$ cat config.mk
export PLATFORM = sky130hd
export DESIGN_NAME = pc_fetch_gen_flat
export DESIGN_NICKNAME = d
export VERILOG_FILES = /design/src/rtl/pc_fetch_gen_pkg.sv /design/src/rtl/pc_fetch_gen_if.sv /design/src/rtl/pc_target_mux.sv /design/src/rtl/pc_fetch_gen.sv /design/src/flat_wrapper.sv
export SDC_FILE = /design/constraint.sdc
export NUM_CORES = 1
export LEC_CHECK = 0
export BUFFER_PORTS_ARGS = -buffer_cell sky130_fd_sc_hd__buf_2
export CAP_MARGIN = 20
export CORE_ASPECT_RATIO = 1.4
export CORE_MARGIN = 10
export CORE_UTILIZATION = 35
export CTS_CLUSTER_DIAMETER = 50
export DETAILED_ROUTE_END_ITERATION = 12
export HOLD_SLACK_MARGIN = 0.05
export SETUP_SLACK_MARGIN = 0.4
export SLEW_MARGIN = 20
export SYNTH_ARGS = -nofsm -noshare
export SYNTH_HDL_FRONTEND = slang
export SYNTH_SLANG_ARGS = --single-unit
$ cat constraint.sdc
create_clock -name clk -period 2.5 [get_ports clk]
set_input_delay 0.5 -clock clk [delete_from_list [all_inputs] [get_ports clk]]
set_output_delay 0.5 -clock clk [all_outputs]
set_load 0.02 [all_outputs]
$ cat src/rtl/pc_fetch_gen_pkg.sv
// Shared PC-mux select codes, fetch FSM encodings and a redirect qualifier.
package pc_fetch_gen_pkg;

    typedef enum logic [1:0] {
        PC_MUX_SEQ      = 2'd0,
        PC_MUX_ALU_OUT  = 2'd1,
        PC_MUX_PC_ADDER = 2'd2,
        PC_MUX_TRAP     = 2'd3
    } pc_mux_e;

    typedef enum logic [1:0] {
        ST_BOOT  = 2'd0,
        ST_FETCH = 2'd1,
        ST_PEND  = 2'd2
    } fetch_state_e;

    // A SEQ select carries no target, so it never counts as a redirect.
    function automatic logic is_redirect(input logic vld, input pc_mux_e s);
        return vld && (s != PC_MUX_SEQ);
    endfunction

endpackage

$ cat src/rtl/pc_fetch_gen_if.sv
// Fetch request bus between the PC generator (master) and instruction memory (slave).
interface pc_fetch_gen_if #(
    parameter int XLEN = 32
);
    logic            req_valid;
    logic            req_ready;
    logic [XLEN-1:0] req_addr;
    logic            req_epoch;

    modport master (
        output req_valid,
        output req_addr,
        output req_epoch,
        input  req_ready
    );

    modport slave (
        input  req_valid,
        input  req_addr,
        input  req_epoch,
        output req_ready
    );
endinterface

$ cat src/rtl/pc_target_mux.sv
// Redirect target select + alignment; PC_MISALIGN_TRAP_EN keeps raw target and flags misalignment.
// Latency: combinational. Backpressure: none.
module pc_target_mux
    import pc_fetch_gen_pkg::*;
#(
    parameter int              XLEN     = 32,
    parameter logic [XLEN-1:0] TRAP_VEC = XLEN'(32'h0000_0100)
) (
    input  pc_mux_e         sel,
    input  logic [XLEN-1:0] alu_result,
    input  logic [XLEN-1:0] pc_adder_result,
    output logic [XLEN-1:0] target,
    output logic            misalign
);

    logic [XLEN-1:0] raw;

    always_comb begin
        raw = TRAP_VEC;
        case (sel)
            PC_MUX_ALU_OUT:  raw = alu_result;
            PC_MUX_PC_ADDER: raw = pc_adder_result;
            default:         raw = TRAP_VEC;
        endcase
    end

`ifdef PC_MISALIGN_TRAP_EN
    assign target   = raw;
    assign misalign = |raw[1:0];
`else
    assign target   = raw & ~XLEN'(3);
    assign misalign = 1'b0;
`endif

endmodule

$ cat src/rtl/pc_fetch_gen.sv
// Fetch PC generator: BOOT/FETCH/PEND FSM, valid/ready imem request, redirects, epoch tag.
// Latency: redirect visible on req_addr the cycle after it is applied. Optional: PC_MISALIGN_TRAP_EN.
// Backpressure: a shown request holds addr/valid until req_ready; redirects meanwhile park in pend_q.
module pc_fetch_gen
    import pc_fetch_gen_pkg::*;
#(
    parameter int              XLEN      = 32,
    parameter logic [XLEN-1:0] RESET_VEC = '0,
    parameter logic [XLEN-1:0] TRAP_VEC  = XLEN'(32'h0000_0100),
    parameter int              INC       = 4
) (
    input  logic            clk,
    input  logic            rst,
    input  logic            en,
    input  logic            redirect_valid,
    input  pc_mux_e         sel,
    input  logic [XLEN-1:0] alu_result,
    input  logic [XLEN-1:0] pc_adder_result,
    pc_fetch_gen_if.master  req,
    output logic [XLEN-1:0] pc,
    output logic [XLEN-1:0] pc_next,
    output logic            misalign,
    output logic [XLEN-1:0] badaddr
);

    fetch_state_e    state_q, state_d;
    logic [XLEN-1:0] pc_q, pc_d;
    logic [XLEN-1:0] pend_q, pend_d;
    logic            pend_mis_q, pend_mis_d;
    logic            epoch_q, epoch_d;
    logic            shown_q, shown_d;
    logic            req_vld;
    logic            redir;
    logic            apply;
    logic [XLEN-1:0] apply_tgt;
    logic            apply_mis;
    logic [XLEN-1:0] tgt;
    logic            tgt_mis;

    pc_target_mux #(
        .XLEN     (XLEN),
        .TRAP_VEC (TRAP_VEC)
    ) u_target_mux (
        .sel             (sel),
        .alu_result      (alu_result),
        .pc_adder_result (pc_adder_result),
        .target          (tgt),
        .misalign        (tgt_mis)
    );

    assign pc_next = pc_q + XLEN'(INC);
    assign redir   = is_redirect(redirect_valid, sel);

    always_ff @(posedge clk) begin
        if (rst) state_q <= ST_BOOT;
        else     state_q <= state_d;
    end

    always_comb begin
        state_d    = state_q;
        pc_d       = pc_q;
        pend_d     = pend_q;
        pend_mis_d = pend_mis_q;
        epoch_d    = epoch_q;
        shown_d    = 1'b0;
        req_vld    = 1'b0;
        apply      = 1'b0;
        apply_tgt  = tgt;
        apply_mis  = tgt_mis;
        case (state_q)
            ST_BOOT: state_d = ST_FETCH;
            ST_FETCH: begin
                req_vld = en | shown_q;
                shown_d = req_vld & ~req.req_ready;
                if (redir && req_vld && !req.req_ready) begin
                    // Cannot retarget a shown request; park the redirect.
                    pend_d     = tgt;
                    pend_mis_d = tgt_mis;
                    state_d    = ST_PEND;
                end else if (redir) begin
                    apply = 1'b1;
                end else if (req_vld && req.req_ready && en) begin
                    pc_d = pc_next;
                end
            end
            ST_PEND: begin
                req_vld = 1'b1;
                if (redir) begin
                    pend_d     = tgt;
                    pend_mis_d = tgt_mis;
                end
                if (req.req_ready) begin
                    apply     = 1'b1;
                    apply_tgt = redir ? tgt : pend_q;
                    apply_mis = redir ? tgt_mis : pend_mis_q;
                    state_d   = ST_FETCH;
                end
            end
            default: state_d = ST_BOOT;
        endcase
        if (apply) begin
            pc_d    = apply_mis ? TRAP_VEC : apply_tgt;
            epoch_d = ~epoch_q;
        end
    end

    always_ff @(posedge clk) begin
        if (rst) begin
            pc_q       <= RESET_VEC;
            pend_q     <= '0;
            pend_mis_q <= 1'b0;
            epoch_q    <= 1'b0;
            shown_q    <= 1'b0;
        end else begin
            pc_q       <= pc_d;
            pend_q     <= pend_d;
            pend_mis_q <= pend_mis_d;
            epoch_q    <= epoch_d;
            shown_q    <= shown_d;
        end
    end

`ifdef PC_MISALIGN_TRAP_EN
    logic            misalign_q;
    logic [XLEN-1:0] badaddr_q;

    always_ff @(posedge clk) begin
        if (rst) begin
            misalign_q <= 1'b0;
            badaddr_q  <= '0;
        end else begin
            misalign_q <= apply & apply_mis;
            if (apply && apply_mis) badaddr_q <= apply_tgt;
        end
    end

    assign misalign = misalign_q;
    assign badaddr  = badaddr_q;
`else
    assign misalign = 1'b0;
    assign badaddr  = '0;
`endif

    assign req.req_valid = req_vld;
    assign req.req_addr  = pc_q;
    assign req.req_epoch = epoch_q;
    assign pc            = pc_q;

endmodule

$ cat src/flat_wrapper.sv
// flat-port wrapper written by rule: the top's interface ports become plain ports
module pc_fetch_gen_flat import pc_fetch_gen_pkg::*;
#(
    parameter int              XLEN      = 32,
    parameter logic [XLEN-1:0] RESET_VEC = '0,
    parameter logic [XLEN-1:0] TRAP_VEC  = XLEN'(32'h0000_0100),
    parameter int              INC       = 4
)
  (clk, rst, en, redirect_valid, sel, alu_result, pc_adder_result, pc, pc_next, misalign, badaddr, req_req_valid, req_req_addr, req_req_epoch, req_req_ready);
  pc_fetch_gen_if #(.XLEN(XLEN)) req_i ();
  input  logic clk;
  input  logic rst;
  input  logic en;
  input  logic redirect_valid;
  input  pc_mux_e sel;
  input  logic [XLEN-1:0] alu_result;
  input  logic [XLEN-1:0] pc_adder_result;
  output logic [XLEN-1:0] pc;
  output logic [XLEN-1:0] pc_next;
  output logic misalign;
  output logic [XLEN-1:0] badaddr;
  output wire logic [$bits(req_i.req_valid)-1:0] req_req_valid;
  output wire logic [$bits(req_i.req_addr)-1:0] req_req_addr;
  output wire logic [$bits(req_i.req_epoch)-1:0] req_req_epoch;
  input wire logic [$bits(req_i.req_ready)-1:0] req_req_ready;
  assign req_req_valid = req_i.req_valid;
  assign req_req_addr = req_i.req_addr;
  assign req_req_epoch = req_i.req_epoch;
  assign req_i.req_ready = req_req_ready;
  pc_fetch_gen #(.XLEN(XLEN), .RESET_VEC(RESET_VEC), .TRAP_VEC(TRAP_VEC), .INC(INC)) u_core (.clk(clk), .rst(rst), .en(en), .redirect_valid(redirect_valid), .sel(sel), .alu_result(alu_result), .pc_adder_result(pc_adder_result), .req(req_i), .pc(pc), .pc_next(pc_next), .misalign(misalign), .badaddr(badaddr));
endmodule
==> results of run 1 <==
## final timing paths
path,from,end,slack [ns],depth (start not counted)
setup / recovery,u_core.pc[10],pc_next[30],0.13,6
hold / removal,u_core.pend_q[27],u_core.pend_q[27],0.45,2
setup reg to reg,u_core.pc[5],u_core.pc[12],0.27,13
hold reg to reg,u_core.pend_q[27],u_core.pend_q[27],0.45,2
## worst min-delay path: cells and delay by family, from the launching register on
kind / cells / cell delay, ns
simple gates: 1 / 0.05
flops: 1 / 0.30
compound gates: 1 / 0.05
## cells in the mapped netlist, types with 4 or more instances
cell type / n
nand4_2: 4
a211oi_1: 16
nor2_1: 38
a221oi_1: 8
clkbuf_1: 21
or3_1: 5
and3_1: 10
nand4_1: 8
ha_1: 8
o211ai_1: 13
dfxtp_1: 69
inv_1: 22
buf_2: 23
nor3_2: 6
buf_1: 4
nor3_1: 11
a22oi_1: 18
buf_6: 4
nand3_1: 50
mux2_2: 6
o21ai_1: 13
xor2_1: 8
a21o_1: 4
o221a_1: 5
xnor2_1: 20
mux2i_1: 5
a22o_1: 13
a21oi_1: 44
o21ai_0: 11
nand2_1: 65
a31oi_1: 4
nor4_1: 10
a221oi_2: 10
buf_4: 70
o21a_1: 5
## cell families after synthesis
logic type | after synthesis
adder cells (fa/ha/maj) | 8
multiplexers | 11
AO/OA/AOI/OAI | 194
buffers and inverters | 145
AND/OR/NAND/NOR | 230
other | 1
flip-flops | 69
XOR/XNOR | 28
## metal layers
| layer | global-route usage [%] | up-vias | routed length [um] |
|---|---|---|---|
| met4 | 7.88 | 2 | 561 |
| met5 | 0 | - | 7 |
| li1 | - | 2797 | - |
| met3 | 3.92 | 41 | 1180 |
| met1 | 20.7 | 2712 | 8200 |
| met2 | 28.9 | 217 | 9530 |
## repair_timing
action,CTS,global route
pin swaps,28,19
setup endpoints to repair,38,84
buffers inserted,43,13
hold endpoints to repair,0,0
resized for setup,84,25
## flip-flops by register name, indices dropped and copies added, names as in the netlist
signal,flops
u_core.pc,32
u_core.pend_mis_q,1
u_core.pend_q,32
u_core.req.req_epoch,1
u_core.shown_q,1
u_core.state_q,2
## stage by stage
step / setup TNS [ns] / instances / instance area (um2)
6_report: 0 / 1077 / 7610
5_1_grt: 0 / 1077 / 7610
4_1_cts: 0 / 1064 / 7390
3_5_place_dp: -0.0517 / 1005 / 6450
3_3_place_gp: 0 / 1005 / 6450
2_1_floorplan: 0 / 718 / 5750
## power groups by stage
| stage | Clock, uW | Combinational, uW | Sequential [uW] |
|---|---|---|---|
| after floorplan | 0 | 1270 | 1380 |
| after global placement | 0 | 1860 | 1340 |
| after detailed placement | 0 | 1860 | 1350 |
| after CTS | 1320 | 2040 | 1300 |
| after global routing | 1360 | 2280 | 1320 |
| final | 1300 | 2100 | 1310 |
## area by class of cell
| class | count | area (um2) |
|---|---|---|
| tap | 192 | 240 |
| clock buffer | 12 | 246 |
| sequential | 69 | 1450 |
| inverter | 22 | 85.1 |
| timing repair buffer | 274 | 1790 |
| fill | 1482 | 7510 |
| multi-input combinational | 504 | 3740 |
| clock inverter | 4 | 47.5 |
==> impl_metrics.tcl, run 1 <==
set metrics [dict create \
    syn2layout_area_growth_pct 40.1 \
    synth_area_mm2 0.00543 \
    synth_mux_area_share_pct 2.17 \
    grtUsageTotal_pct 17.4 \
    yosys_warnings 0 \
    path_clk_slew_ns 0.06 \
    drive_above_1_share_pct 46.4 \
    async_reset_ff_share_pct 0 \
    rows 53 \
    cts_max_path_buffers 2 \
    status "complete, no violations" \
    power_density_mw_per_mm2 619 \
    p_clk_share_pct 27.7 \
    synth_compound_area_share_pct 26.9 \
    core_mm2 0.0151 \
    finalCriticalPeriod_ns 2.37 \
    ant_nets 0 \
    cts_tree "done" \
    gp_congestion 0.831 \
    ys_seq_area_share_pct 25.4 \
    final_hold_viol_count 0 \
    sw_frac_of_total_pct 40.9 \
    cpMaxStageDelayCell "dfxtp_2" \
    max_stage_delay_ns 0.35 \
    fin_nets 959 \
    p_sw_uw 1930 \
    startpoint_type "flop" \
    dp_hpwl_um 14400 \
    post-route-drc-count 0 \
    ys.flop_type "dfxtp_1" \
    synth_fa_ha_area_share_pct 1.84 \
    slew_headroom_pct 52.8 \
    viasPerCell 5.36 \
    cts-root-buf "clkbuf_16" \
    final_common_cell "buf_2" \
    criticalPathCategory "reg -> out" \
    h-tree-depth 3 \
    clock_sinks 69 \
    floorplan.io_pins 202 \
    fin_worst_skew_ns 0.00884 \
    ir_worst_vdd_v 0.000309 \
    synth_top_family_by_area "compound AO/OA/AOI/OAI gates" \
    vias 5769 \
    grt_max_degree 57 \
    yosysUniqueCellTypes 70 \
    max_freq_mhz 422 \
    drt-total-wl_um 19500 \
    synth_xor_xnor_area_share_pct 4.52 \
    power_uw 4710 \
    tightest_slew_ns 0.708 \
    die_h_um 167 \
    hold_path_class "reg -> reg" \
    antenna_found_initial 1 \
    die_w_um 125 \
    synth_area_leaders "dfxtp_1 25%, buf_4 9.7%, nand3_1 4.6%" \
    yosys.area.top_type_share_pct 25.4 \
    yosys.area_share.simple_pct 23.1 \
    path_buf_inv 2 \
    dieArea_mm2 0.0210 \
    cp.required_ns 2.00 \
    dpl_worst_slack_ns -0.0279 \
    hold_buffers 0 \
    pwr-share-comb_pct 44.5 \
    post_drt_wl_per_cell_um 18.1 \
    grt_overflow 0 \
    fin_crit_sh_pct 94.8 \
    synth_edf_count 0 \
    timing.final.ws_setup_ns 0.129 \
    p_int_uw 2780 \
    finalSetupViolations 0 \
    antenna_cells 0 \
    avgSynthCellArea_um2 7.91 \
    maxCapViolations 0 \
    layout_common_cells "145 x buf_2, 113 x buf_4, 63 x nand2_1, 47 x nand3_1, 45 x dfxtp_1" \
    cts_buffers 9 \
    synth_area_leader_cell "dfxtp_1" \
    grt_pass1_vias 5742 \
    drt_iter0_drc 565 \
    clk_latency_ns 0.34 \
    drtPass1Iterations 5 \
    worst-path-max-fanout 5 \
    endpoint_kind "primary output" \
    holdWs_ns 0.452 \
    drv_slew 0 \
    portBuffers 164 \
    grt_first_pass_wirelength_um 30400 \
    leakage_uw 0.00353 \
    crit_path_frequent_cell "buf_6" \
    ys_seq_elements 69 \
    syn-instance-count 686 \
    rsz0062_at_grt "yes" \
    crit_chain "nand4_1 > nor4_4 > buf_6 > nand3_4 > xnor2_4 > buf_6" \
    start_util_pct 35.9 \
    cp_top_family "simple AND/OR/NAND/NOR gates" \
    arrival_ns 1.87 \
    seqPwrFrac_pct 27.8 \
    fin_util_pct 50.3 \
]
Power figures use the tool's default switching activity.
==> run 2, diff against run 1 <==
- SYNTH_HIERARCHICAL: default -> 1
==> run 2 against run 1 <==
  * Sequential share of layout area rose by 1.3 points
  * Maximum frequency fell by 0.89%
  * First-iteration DRC count fell by 43%
  * Register-to-register slack got worse by 0.02 ns
  * Non-clock buffer count fell by 15
  * Synthesized cell count fell by 6.6%
  * Worst hold slack barely moved
  * Critical path depth did not move
  * Setup slack got worse by 0.021 ns
  * Highest routed layer unchanged
==> impl_metrics.tcl, run 2 <==
set metrics [dict create \
    p_int_uw 2400 \
    post_drt_wl_per_cell_um 17.5 \
    fin_nets 908 \
    gp_congestion 0.867 \
    drt_iter0_drc 321 \
    die_h_um 160 \
    grtUsageTotal_pct 17.2 \
    ys.flop_type "dfxtp_1" \
    leakage_uw 0.00341 \
    dp_hpwl_um 12500 \
    drive_above_1_share_pct 44.0 \
    power_density_mw_per_mm2 507 \
    hold_path_class "reg -> reg" \
    dieArea_mm2 0.0192 \
    fin_worst_skew_ns 0.00643 \
    tightest_slew_ns 0.619 \
    worst-path-max-fanout 4 \
    drt-total-wl_um 17800 \
    grt_max_degree 41 \
    startpoint_type "flop" \
    drv_slew 0 \
    async_reset_ff_share_pct 0 \
    syn2layout_area_growth_pct 46.2 \
    syn-instance-count 641 \
    cp.required_ns 2.00 \
    antenna_found_initial 1 \
    rows 51 \
    yosysMostFrequentCell "nand2_1" \
    yosys.area.top_type_share_pct 28.2 \
    yosys-top-cells-count "105 x nand2_1, 71 x buf_4, 69 x dfxtp_1" \
    finalSetupViolations 0 \
    antenna_cells 0 \
    sw_frac_of_total_pct 33.9 \
    die_w_um 120 \
    cts-root-buf "clkbuf_16" \
    final_common_cell "buf_2" \
    post-route-drc-count 0 \
    synth_edf_count 0 \
    finalCriticalPeriod_ns 2.39 \
    portBuffers 164 \
    crit_chain "nand4_4 > buf_12 > or3_4 > nor3_4 > xor2_1 > buf_4" \
    viasPerCell 5.19 \
    seqPwrFrac_pct 34.3 \
    h-tree-depth 3 \
    clock_sinks 69 \
    rsz0062_at_grt "yes" \
    yosys_warnings 6 \
    max_stage_delay_ns 0.39 \
    max_freq_mhz 418 \
    fin_crit_sh_pct 95.7 \
    synth_area_mm2 0.00490 \
    maxCapViolations 0 \
    synth_area_leader_cell "dfxtp_1" \
    avgSynthCellArea_um2 7.64 \
    grt_overflow 0 \
    status "complete, no violations" \
    vias 5294 \
    finalSetupTns_ns 0 \
    fin_util_pct 51.7 \
    p_sw_uw 1230 \
    cts_max_path_buffers 2 \
    ys_seq_elements 69 \
    p_clk_share_pct 34.5 \
    pwr-share-comb_pct 31.2 \
    drtPass1Iterations 5 \
    criticalPathCategory "reg -> out" \
    cts_buffers 9 \
    ant_nets 0 \
    floorplan.io_pins 202 \
    start_util_pct 35.4 \
    grt_pass1_vias 5214 \
    layout_common_cells "140 x buf_2, 100 x nand2_1, 91 x buf_4, 43 x nor2_1, 42 x a21oi_1" \
    synth_area_leaders "dfxtp_1 28%, buf_4 11%, nand2_1 8.0%" \
    final_hold_viol_count 0 \
    cpMaxStageDelayCell "dfxtp_4" \
    endpoint_kind "primary output" \
    cts_tree "done" \
    arrival_ns 1.89 \
    core_mm2 0.0138 \
    grt_first_pass_wirelength_um 27100 \
    ir_worst_vdd_v 0.000300 \
    ys_seq_area_share_pct 28.2 \
    clk_latency_ns 0.33 \
    yosysUniqueCellTypes 54 \
    slew_headroom_pct 58.3 \
    path_clk_slew_ns 0.05 \
]
[run 2: cell types whose count changed after synthesis, sizes merged, moves of 12 or more]
cell    delta
buf       -16
nand2     +39
a22o      -13
nor2      +14
a211oi    -14
o211ai    -13
inv       -12
a221oi    -17
nand3     -33
mux2i     +13
[run 2: power groups by stage]
stage	Sequential (uW)	Combinational (uW)	Clock (uW)
final	1250	1130	1250
after global routing	1260	1230	1330
after CTS	1240	1110	1280
after detailed placement	1290	993	0
after global placement	1280	974	0
after floorplan	1290	746	0
[run 2: area by class of cell]
type / count / area [um2]
sequential: 69 / 1460
fill: 1297 / 6690
timing repair buffer: 259 / 1740
clock inverter: 1 / 30.0
tap: 185 / 231
multi-input combinational: 481 / 3400
clock buffer: 15 / 258
inverter: 10 / 37.5
[run 2: logic make-up after synthesis]
| logic type | share of synthesized area [%] |
|---|---|
| mux | 3.91 |
| buf+inv | 15.4 |
| compound gates | 19.5 |
| simple gates | 23.4 |
| flops | 28.2 |
| xor+xnor | 7.69 |
| fa+ha+maj | 1.79 |
| other cells | 0.153 |
[run 2: what timing repair did]
item / CTS / global route
setup buffers: 45 / 22
cloned: 1 / 0
endpoints found under the setup margin: 32 / 38
pin swaps: 18 / 29
resized for setup: 86 / 45
hold buffers: 0 / 0
[run 2: final timing paths]
path | slack, ns | cells after the start | from | end
setup / recovery | 0.11 | 6 | u_core/pc[4] | pc_next[19]
hold / removal | 0.45 | 2 | u_core/pend_q[24] | u_core/pend_q[24]
setup reg to reg | 0.25 | 8 | u_core/pc[4] | u_core/pc[19]
hold reg to reg | 0.45 | 2 | u_core/pend_q[24] | u_core/pend_q[24]
[run 2: critical path: cells and delay by family, from the launching register on]
family | cells | cell delay [ns]
xor+xnor | 1 | 0.16
flops | 1 | 0.39
simple gates | 3 | 0.67
buf+inv | 2 | 0.34
[run 2: per-layer routing]
layer / GRT usage, % / up-vias / part of all wire [%]
met3: 4.73 / 33 / 7.9
met2: 29.7 / 265 / 51
li1: - / 2512 / -
met4: 6.49 / 2 / 2.9
met5: 0 / - / 0.073
met1: 19.7 / 2482 / 39
[run 2: stage by stage]
stage	std cells	area, um2	total power, uW	hold WS (ns)	setup WS (ns)
CTS	998	6800	3620	0.453	0.0859
detailed placement	936	5830	2280	0.446	0.217
global placement	936	5830	2260	0.441	0.240
global route	1020	7160	3820	0.469	0.00965
finish	1020	7160	3630	0.452	0.108
floorplan	675	5320	2040	0.433	0.268
